<file path="src/rtl/npc_pc_unit.sv">
`default_nettype none
// ============================================================================
// Module      : npc_pc_unit
// Description : Fetch PC register and next-PC selection for a MIPS-style
//               pipeline with a single branch delay slot. Consumes the
//               ID-stage branch decision, drives the IM address, produces
//               the jal/jalr link address, flags bad fetch addresses and
//               counts taken redirects.
// Revision    : 1.0 - initial release
// ============================================================================
module npc_pc_unit #(
    parameter logic [31:0] RESET_PC = 32'h0000_3000,
    parameter int unsigned IM_WORDS = 1024
) (
    input  logic        clk,
    input  logic        reset,
    input  logic        stall,
    input  logic [2:0]  pc_op,
    input  logic        br_true,
    input  logic [31:0] pc_D,
    input  logic [15:0] imm16,
    input  logic [25:0] instr_index,
    input  logic [31:0] jr_target,
    output logic [31:0] pc_F,
    output logic [31:0] link_D,
    output logic        redirect,
    output logic        pc_fault,
    output logic [15:0] taken_cnt
);

    // Flow-type encodings from the ID-stage decoder
    localparam logic [2:0] c_OP_SEQ = 3'b000;
    localparam logic [2:0] c_OP_BR  = 3'b001;
    localparam logic [2:0] c_OP_J   = 3'b010;
    localparam logic [2:0] c_OP_JR  = 3'b011;

    // Fetch window bounds held at 33 bits so RESET_PC + 4*IM_WORDS never wraps
    localparam logic [32:0] c_PC_LO = {1'b0, RESET_PC};
    localparam logic [32:0] c_PC_HI = {1'b0, RESET_PC} + (33'(IM_WORDS) * 33'd4);

    logic [31:0] r_pc;
    logic        r_fault;
    logic [15:0] r_taken_cnt;

    logic [31:0] w_pc_d_plus4;
    logic [31:0] w_br_off;
    logic [31:0] w_br_tgt;
    logic [31:0] w_j_tgt;
    logic [31:0] w_next;
    logic        w_redirect;
    logic        w_fault;

    assign w_pc_d_plus4 = pc_D + 32'd4;
    assign w_br_off     = {{14{imm16[15]}}, imm16, 2'b00};
    assign w_br_tgt     = w_pc_d_plus4 + w_br_off;
    assign w_j_tgt      = {w_pc_d_plus4[31:28], instr_index, 2'b00};

    // Next-PC mux; unknown pc_op codes fall through to sequential flow
    always_comb begin
        w_next     = r_pc + 32'd4;
        w_redirect = 1'b0;
        case (pc_op)
            c_OP_BR: begin
                if (br_true) begin
                    w_next     = w_br_tgt;
                    w_redirect = 1'b1;
                end
            end
            c_OP_J: begin
                w_next     = w_j_tgt;
                w_redirect = 1'b1;
            end
            c_OP_JR: begin
                w_next     = jr_target;
                w_redirect = 1'b1;
            end
            c_OP_SEQ: begin
                w_next     = r_pc + 32'd4;
                w_redirect = 1'b0;
            end
            default: begin
                w_next     = r_pc + 32'd4;
                w_redirect = 1'b0;
            end
        endcase
    end

    // Misaligned or out-of-window fetch address, compared at full width
    assign w_fault = (w_next[1:0] != 2'b00)
                   || ({1'b0, w_next} <  c_PC_LO)
                   || ({1'b0, w_next} >= c_PC_HI);

    // PC, sticky fault and redirect counter; reset wins over stall
    always_ff @(posedge clk) begin
        if (reset) begin
            r_pc        <= RESET_PC;
            r_fault     <= 1'b0;
            r_taken_cnt <= 16'd0;
        end else if (!stall) begin
            r_pc <= w_next;
            if (w_redirect) begin
                r_taken_cnt <= r_taken_cnt + 16'd1;
            end
            if (w_fault) begin
                r_fault <= 1'b1;
            end
        end
    end

    assign pc_F      = r_pc;
    assign link_D    = pc_D + 32'd8;
    assign redirect  = w_redirect;
    assign pc_fault  = r_fault;
    assign taken_cnt = r_taken_cnt;

endmodule
`default_nettype wire

</file>
<file path="config.mk">
export PLATFORM = sky130hd
export DESIGN_NAME = npc_pc_unit
export DESIGN_NICKNAME = d
export VERILOG_FILES = /design/src/rtl/npc_pc_unit.sv
export SDC_FILE = /design/constraint.sdc
export NUM_CORES = 1
export LEC_CHECK = 0
export ABC_CLOCK_PERIOD_IN_PS = 4700
export BUFFER_PORTS_ARGS = -buffer_cell sky130_fd_sc_hd__buf_2
export CORE_AREA = 2 2 166 168
export DETAILED_ROUTE_END_ITERATION = 16
export DIE_AREA = 0 0 168 170
export PLACE_DENSITY_LB_ADDON = 0.05
export SYNTH_ARGS = -nofsm -noshare
export SYNTH_HDL_FRONTEND = slang
export SYNTH_SLANG_ARGS = --single-unit
</file>
<file path="constraint.sdc">
create_clock -name clk -period 4.7 [get_ports clk]
set_clock_uncertainty 0.1 [all_clocks]
set_input_delay 0 -clock clk [delete_from_list [all_inputs] [get_ports clk]]
set_output_delay 0 -clock clk [all_outputs]
set_load 0.01 [all_outputs]
</file>
==> results.yml, run 1 <==
synthesis:
  synth_cell_type_count: 80
  async_flop_share_pct: 0
  yosysWarnings: 0
  seq_area_frac_synth_pct: 14.9
  postSynthAreaPerCell_um2: 6.83
  ys_ff_latch: 49
  synth_edf_count: 0
  syn_inst: 965
  synth_nets: 1112
  ys.flop_type: "dfxtp_1"
  synth_area_um2: 6590
final_layout:
  layout_common_cells: "buf_2 (194), nor2_1 (136), nand2_1 (120), a21oi_1 (81), xnor2_1 (61)"
  mostFrequentLayoutCell: "buf_2"
  drive_gt1_share_pct: 22.0
  fin_cells: 1475
  diodes: 0
  stdcell_area_um2: 8060
  synthToLayoutAreaGrowth_pct: 22.3
  nets: 1280
worst_hold_path:
  hold_path_class: "input pin to flop"
  hold_path_end: "pc_F[0]"
  holdPathStages: 5
  min_from: "pc_D[0]"
global_routing:
  grt_pass1_wl_um: 43100
  grt_pass1_vias: 7698
  antenna_found_initial: 0
  grt_max_degree: 50
  overflow: 0
  grt_util_all_layers_pct: 19.2
clocking:
  holdBufCountCts: 0
  clockBufferDepth: 2
  numCtsBuffers: 5
  cts-root-buf: "clkbuf_16"
  post-cts-setup-buffers: 0
  clkSlewWorstSetupHoldPaths_ns: 0.08
  cts_tree: "yes"
  clock-sinks: 49
  clock_latency_ns: 0.29
  htreeDepth: 2
placement:
  placed_cells: 1467
  post-dp-hpwl_um: 22700
  portBuffers: 194
  gp_congestion: 0.856
  place_area_um2: 7880
die:
  rows: 60
  core_area_um2: 26700
  die_area_um2: 28600
  start_util_pct: 24.7
  die_w_um: 168
  die_h_um: 170
  io-pin-count: 195
drt:
  drt-pass1-iter-count: 5
  via_per_inst: 5.18
  vias: 7645
  ant_nets: 0
  wire_per_inst_um: 18.9
  drtIter0Drc: 412
  wl_um: 27900
  post-route-drc-count: 0
setup_path:
  worstPathArrival_ns: 4.25
  critPathKind: "input pin to flop"
  endpoint_kind: "flop"
  cp.required_ns: 4.75
  r2r_start: "pc_F[4]"
  reg2reg_to: "pc_fault"
  r2r_cells: 10
  start_kind: "input pin"
  r2r_slack_ns: 1.31
  cp_max_fo: 9
sta:
  setup_tns_ns: 0
  period_minus_slack_ns: 4.20
  post-route-period-util_pct: 89.4
  slew_viol_final: 0
  rsz0062_at_grt: "no"
  hold_viol: 0
  setup_violations: 0
  max_freq_mhz: 238
  slew_headroom_pct: 31.3
  tightest_slew_ns: 1.03
power_and_ir_drop:
  power.leakage_uw: 0.00337
  p_per_area_nw_per_um2: 194
  ir_worst_vdd_mv: 0.126
run:
  max_cap_violations: 0
outcome:
  status: "finished clean"
## cells by family (layout without fill, tap and decap cells)
logic type | after synthesis | count (layout) | share of synthesized area [%]
XOR/XNOR | 105 | 105 | 14.0
adder cells (fa/ha/maj) | 34 | 34 | 6.57
multiplexers | 18 | 18 | 2.73
AND/OR/NAND/NOR | 445 | 445 | 32.5
buffers and inverters | 73 | 242 | 5.24
AO/OA/AOI/OAI | 241 | 241 | 24.1
flip-flops | 49 | 49 | 14.9
## report_power, final
part / switching [uW] / total (uW) / internal, uW
combinational: 411 / 672 / 261
clock: 177 / 429 / 253
sequential: 29.2 / 463 / 434
## flip-flops by register name, summed over array words and instances, names as in the netlist
register and count:
pc_F 32, taken_cnt 16, pc_fault 1
## synthesized netlist by cell type (4+ instances only)
library cell | n | area share (%)
a211oi_1 | 18 | 2.1
a21o_1 | 12 | 1.4
a21oi_1 | 82 | 6.2
a31oi_1 | 4 | 0.38
and2_1 | 6 | 0.57
and3_1 | 12 | 1.1
and4_1 | 9 | 1.2
buf_2 | 4 | 0.30
buf_6 | 6 | 1.0
clkbuf_1 | 37 | 2.1
dfxtp_1 | 49 | 15
ha_1 | 33 | 6.3
inv_1 | 17 | 0.97
mux2i_1 | 18 | 2.7
nand2_1 | 120 | 6.8
nand2b_1 | 14 | 1.3
nand3_1 | 42 | 3.2
nand4_1 | 28 | 2.7
nor2_1 | 136 | 7.7
nor2b_1 | 6 | 0.57
nor3_1 | 28 | 2.1
nor4_1 | 12 | 1.1
o211ai_1 | 9 | 1.0
o21a_1 | 8 | 0.91
o21ai_0 | 43 | 3.3
o22ai_1 | 4 | 0.38
o31a_1 | 4 | 0.53
o31ai_1 | 5 | 0.57
or2_2 | 5 | 0.47
or3_1 | 6 | 0.57
or4_1 | 5 | 0.57
xnor2_1 | 61 | 8.1
xor2_1 | 44 | 5.8
## worst max-delay path, stage by stage
cell and delay, ns:
buf_2 0.12, ha_1 0.26, nand2_1 0.15, nor3_1 0.26, and3_1 0.28, and2_1 0.22, nand4_1 0.13, xnor2_1 0.15
ha_1 0.37, and3_1 0.26, a311oi_1 0.34, nand3_2 0.27, a2111oi_1 0.42, a211oi_1 0.13, a2111oi_0 0.32, nand4_1 0.18
nor4_1 0.31, nor3_1 0.07
## through the flow
step                      setup slack (ns)  total power [uW]  hold slack (ns)  utilization (%)
after floorplan                      0.896               885          -0.0565                -
after global placement               0.247              1150            0.110             29.6
after detailed placement            0.0255              1150            0.109             29.6
after CTS                            0.323              1580          0.00866             30.2
after global routing                0.0356              1680           0.0336             30.3
final                                0.497              1560           0.0116             30.3
## what timing repair did
action,4_1_cts,5_1_grt
endpoints found under the setup margin,0,1
hold endpoints to repair,0,0
gates resized for setup,0,3
## per-layer routing
layer	track usage [%]	vias to the layer above	part of all wire (%)
met3	2.42	20	4.3
met2	33.3	186	47
met1	25.8	3616	47
met4	3.25	0	1.4
met5	0	-	0
li1	-	3823	-
## final cells by class
type                       count  area [um^2]
sequential                    49          981
timing repair buffer         216         1140
multi-input combinational    843         5280
inverter                      18         67.6
clock buffer                   5          125
fill                        3057        18600
clock inverter                 3         46.3
tap                          341          427
## worst max path at each step
| stage | slack [ns] | end | startpoint | cells past startpoint |
|---|---|---|---|---|
| after floorplan | 0.90 | pc_fault | pc_D[11] | 17 |
| after global placement | 0.25 | pc_fault | pc_D[4] | 18 |
| after detailed placement | 0.03 | pc_fault | pc_D[4] | 18 |
| after CTS | 0.32 | pc_fault | pc_D[4] | 18 |
| after global routing | 0.04 | pc_fault | pc_D[4] | 18 |
| final | 0.50 | pc_fault | pc_D[4] | 18 |
(Power assumes the default switching activity.)
==> inputs of run 2 (changes only) <==
Settings changed: GPL_ROUTABILITY_DRIVEN from default to 0, HOLD_SLACK_MARGIN from default to 0.02.
==> results.yml, run 2 (synthesis results as in run 1) <==
power_and_ir_drop:
  p_sw_uw: 616
  power.leakage_uw: 0.00338
  clkPwrFrac_pct: 27.4
  p_total_uw: 1560
  p_int_uw: 948
  ir_worst_vdd_mv: 0.126
  p_per_area_nw_per_um2: 194
  p_sw_share_pct: 39.4
  share_seq_of_total_power_pct: 29.6
  combPwrFrac_pct: 43.0
clocking:
  numCtsBuffers: 5
  clock_latency_ns: 0.29
  cts_tree: "yes"
  htreeDepth: 2
  cts-root-buf: "clkbuf_16"
  clock-sinks: 49
  clkSlewWorstSetupHoldPaths_ns: 0.08
  post-cts-setup-buffers: 0
  clockBufferDepth: 2
setup_path:
  path_cells: "buf_2, ha_1, nand2_1, nor3_1, and3_1, and2_1, nand4_1, xnor2_1, ha_1, and3_1, nand4_1, nor3_1, o21ai_0, a21oi_2, o21bai_1, and4_1, or3b_2, nor4_1, nor3_1"
  cp.required_ns: 4.75
  slowest_delay_ns: 0.50
  cp_slowest_cell: "or3b_2"
  endpoint_kind: "flop"
  critPathKind: "input pin to flop"
  crit_path_frequent_cell: "nor3_1"
  worstPathArrival_ns: 4.24
  cp_max_fo: 7
  start_kind: "input pin"
sta:
  post-route-period-util_pct: 89.3
  period_minus_slack_ns: 4.20
  rsz0062_at_grt: "no"
  slew_headroom_pct: 32.7
  slew_viol_final: 0
  setup_tns_ns: 0
  tightest_slew_ns: 1.01
  max_freq_mhz: 238
  hold_viol: 0
  setup_violations: 0
die:
  die_area_um2: 28600
  start_util_pct: 24.7
  core_area_um2: 26700
  die_w_um: 168
  die_h_um: 170
  io-pin-count: 195
  rows: 60
drt:
  via_per_inst: 5.19
  vias: 7667
  drtIter0Drc: 449
  post-route-drc-count: 0
  wl_um: 27900
  ant_nets: 0
  drt-pass1-iter-count: 5
  wire_per_inst_um: 18.9
global_routing:
  grt_util_all_layers_pct: 19.2
  overflow: 0
  grt_max_degree: 50
  grt_pass1_wl_um: 43200
  antenna_found_initial: 0
  grt_pass1_vias: 7723
outcome:
  status: "finished clean"
placement:
  placed_cells: 1467
  post-dp-hpwl_um: 22700
  place_area_um2: 7880
  portBuffers: 194
final_layout:
  largest_register_ff_count: 32
  drive_gt1_share_pct: 21.9
  layout_common_cells: "buf_2 (194), nor2_1 (136), nand2_1 (120), a21oi_1 (81), xnor2_1 (61)"
  diodes: 0
  synthToLayoutAreaGrowth_pct: 22.6
  mostFrequentLayoutCell: "buf_2"
  nets: 1282
  fin_cells: 1477
  stdcell_area_um2: 8080
worst_hold_path:
  hold_path_class: "input pin to flop"
run:
  max_cap_violations: 0
-- run 2: power by group through the flow --
stage	logic, uW	registers [uW]	clock network [uW]
detailed placement	674	473	0
global placement	681	473	0
floorplan	411	474	0
finish	673	463	429
global route	748	467	462
CTS	679	463	441
-- run 2: cell type report --
type,instances,area (um^2)
clock buffer,5,125
clock inverter,3,46.3
fill,3055,18600
inverter,18,67.6
multi-input combinational,843,5280
sequential,49,981
tap,341,427
timing repair buffer,218,1160
-- run 2: path summary, 6_finish.rpt --
kind | startpoint | endpoint | slack [ns] | cells past startpoint
setup / recovery | pc_D[4] | pc_fault | 0.50 | 19
hold / removal | jr_target[0] | pc_F[0] | 0.03 | 5
setup reg to reg | pc_F[4] | pc_fault | 1.30 | 10
hold reg to reg | pc_F[28] | pc_F[28] | 0.40 | 2
-- run 2: what timing repair did --
item	CTS	global route
endpoints found under the hold margin	2	0
resized for setup	0	3
endpoints found under the setup margin	0	1
hold buffers	2	0
-- run 2: metrics by stage --
| stage | utilization (%) | setup slack, ns | hold slack (ns) |
|---|---|---|---|
| floorplan | - | 0.896 | -0.0565 |
| global route | 30.3 | 0.0356 | 0.0529 |
| detailed placement | 29.6 | 0.0255 | 0.109 |
| global placement | 29.6 | 0.247 | 0.110 |
| CTS | 30.3 | 0.323 | 0.0276 |
| finish | 30.3 | 0.502 | 0.0312 |
-- run 2: critical path: cells and delay by family --
kind                     cells  cell delay, ns
buffers and inverters        1            0.12
XOR/XNOR                     1            0.15
adder cells (fa/ha/maj)      2            0.66
AND/OR/NAND/NOR             12            2.69
AO/OA/AOI/OAI                3            0.62
-- run 2: routing by layer --
layer / vias to the layer above / routed length (um) / GRT usage, %
met3: 20 / 1160 / 2.42
met5: - / 0 / 0
met4: 0 / 407 / 3.25
li1: 3828 / - / -
met2: 190 / 13100 / 33.4
met1: 3629 / 13300 / 25.8
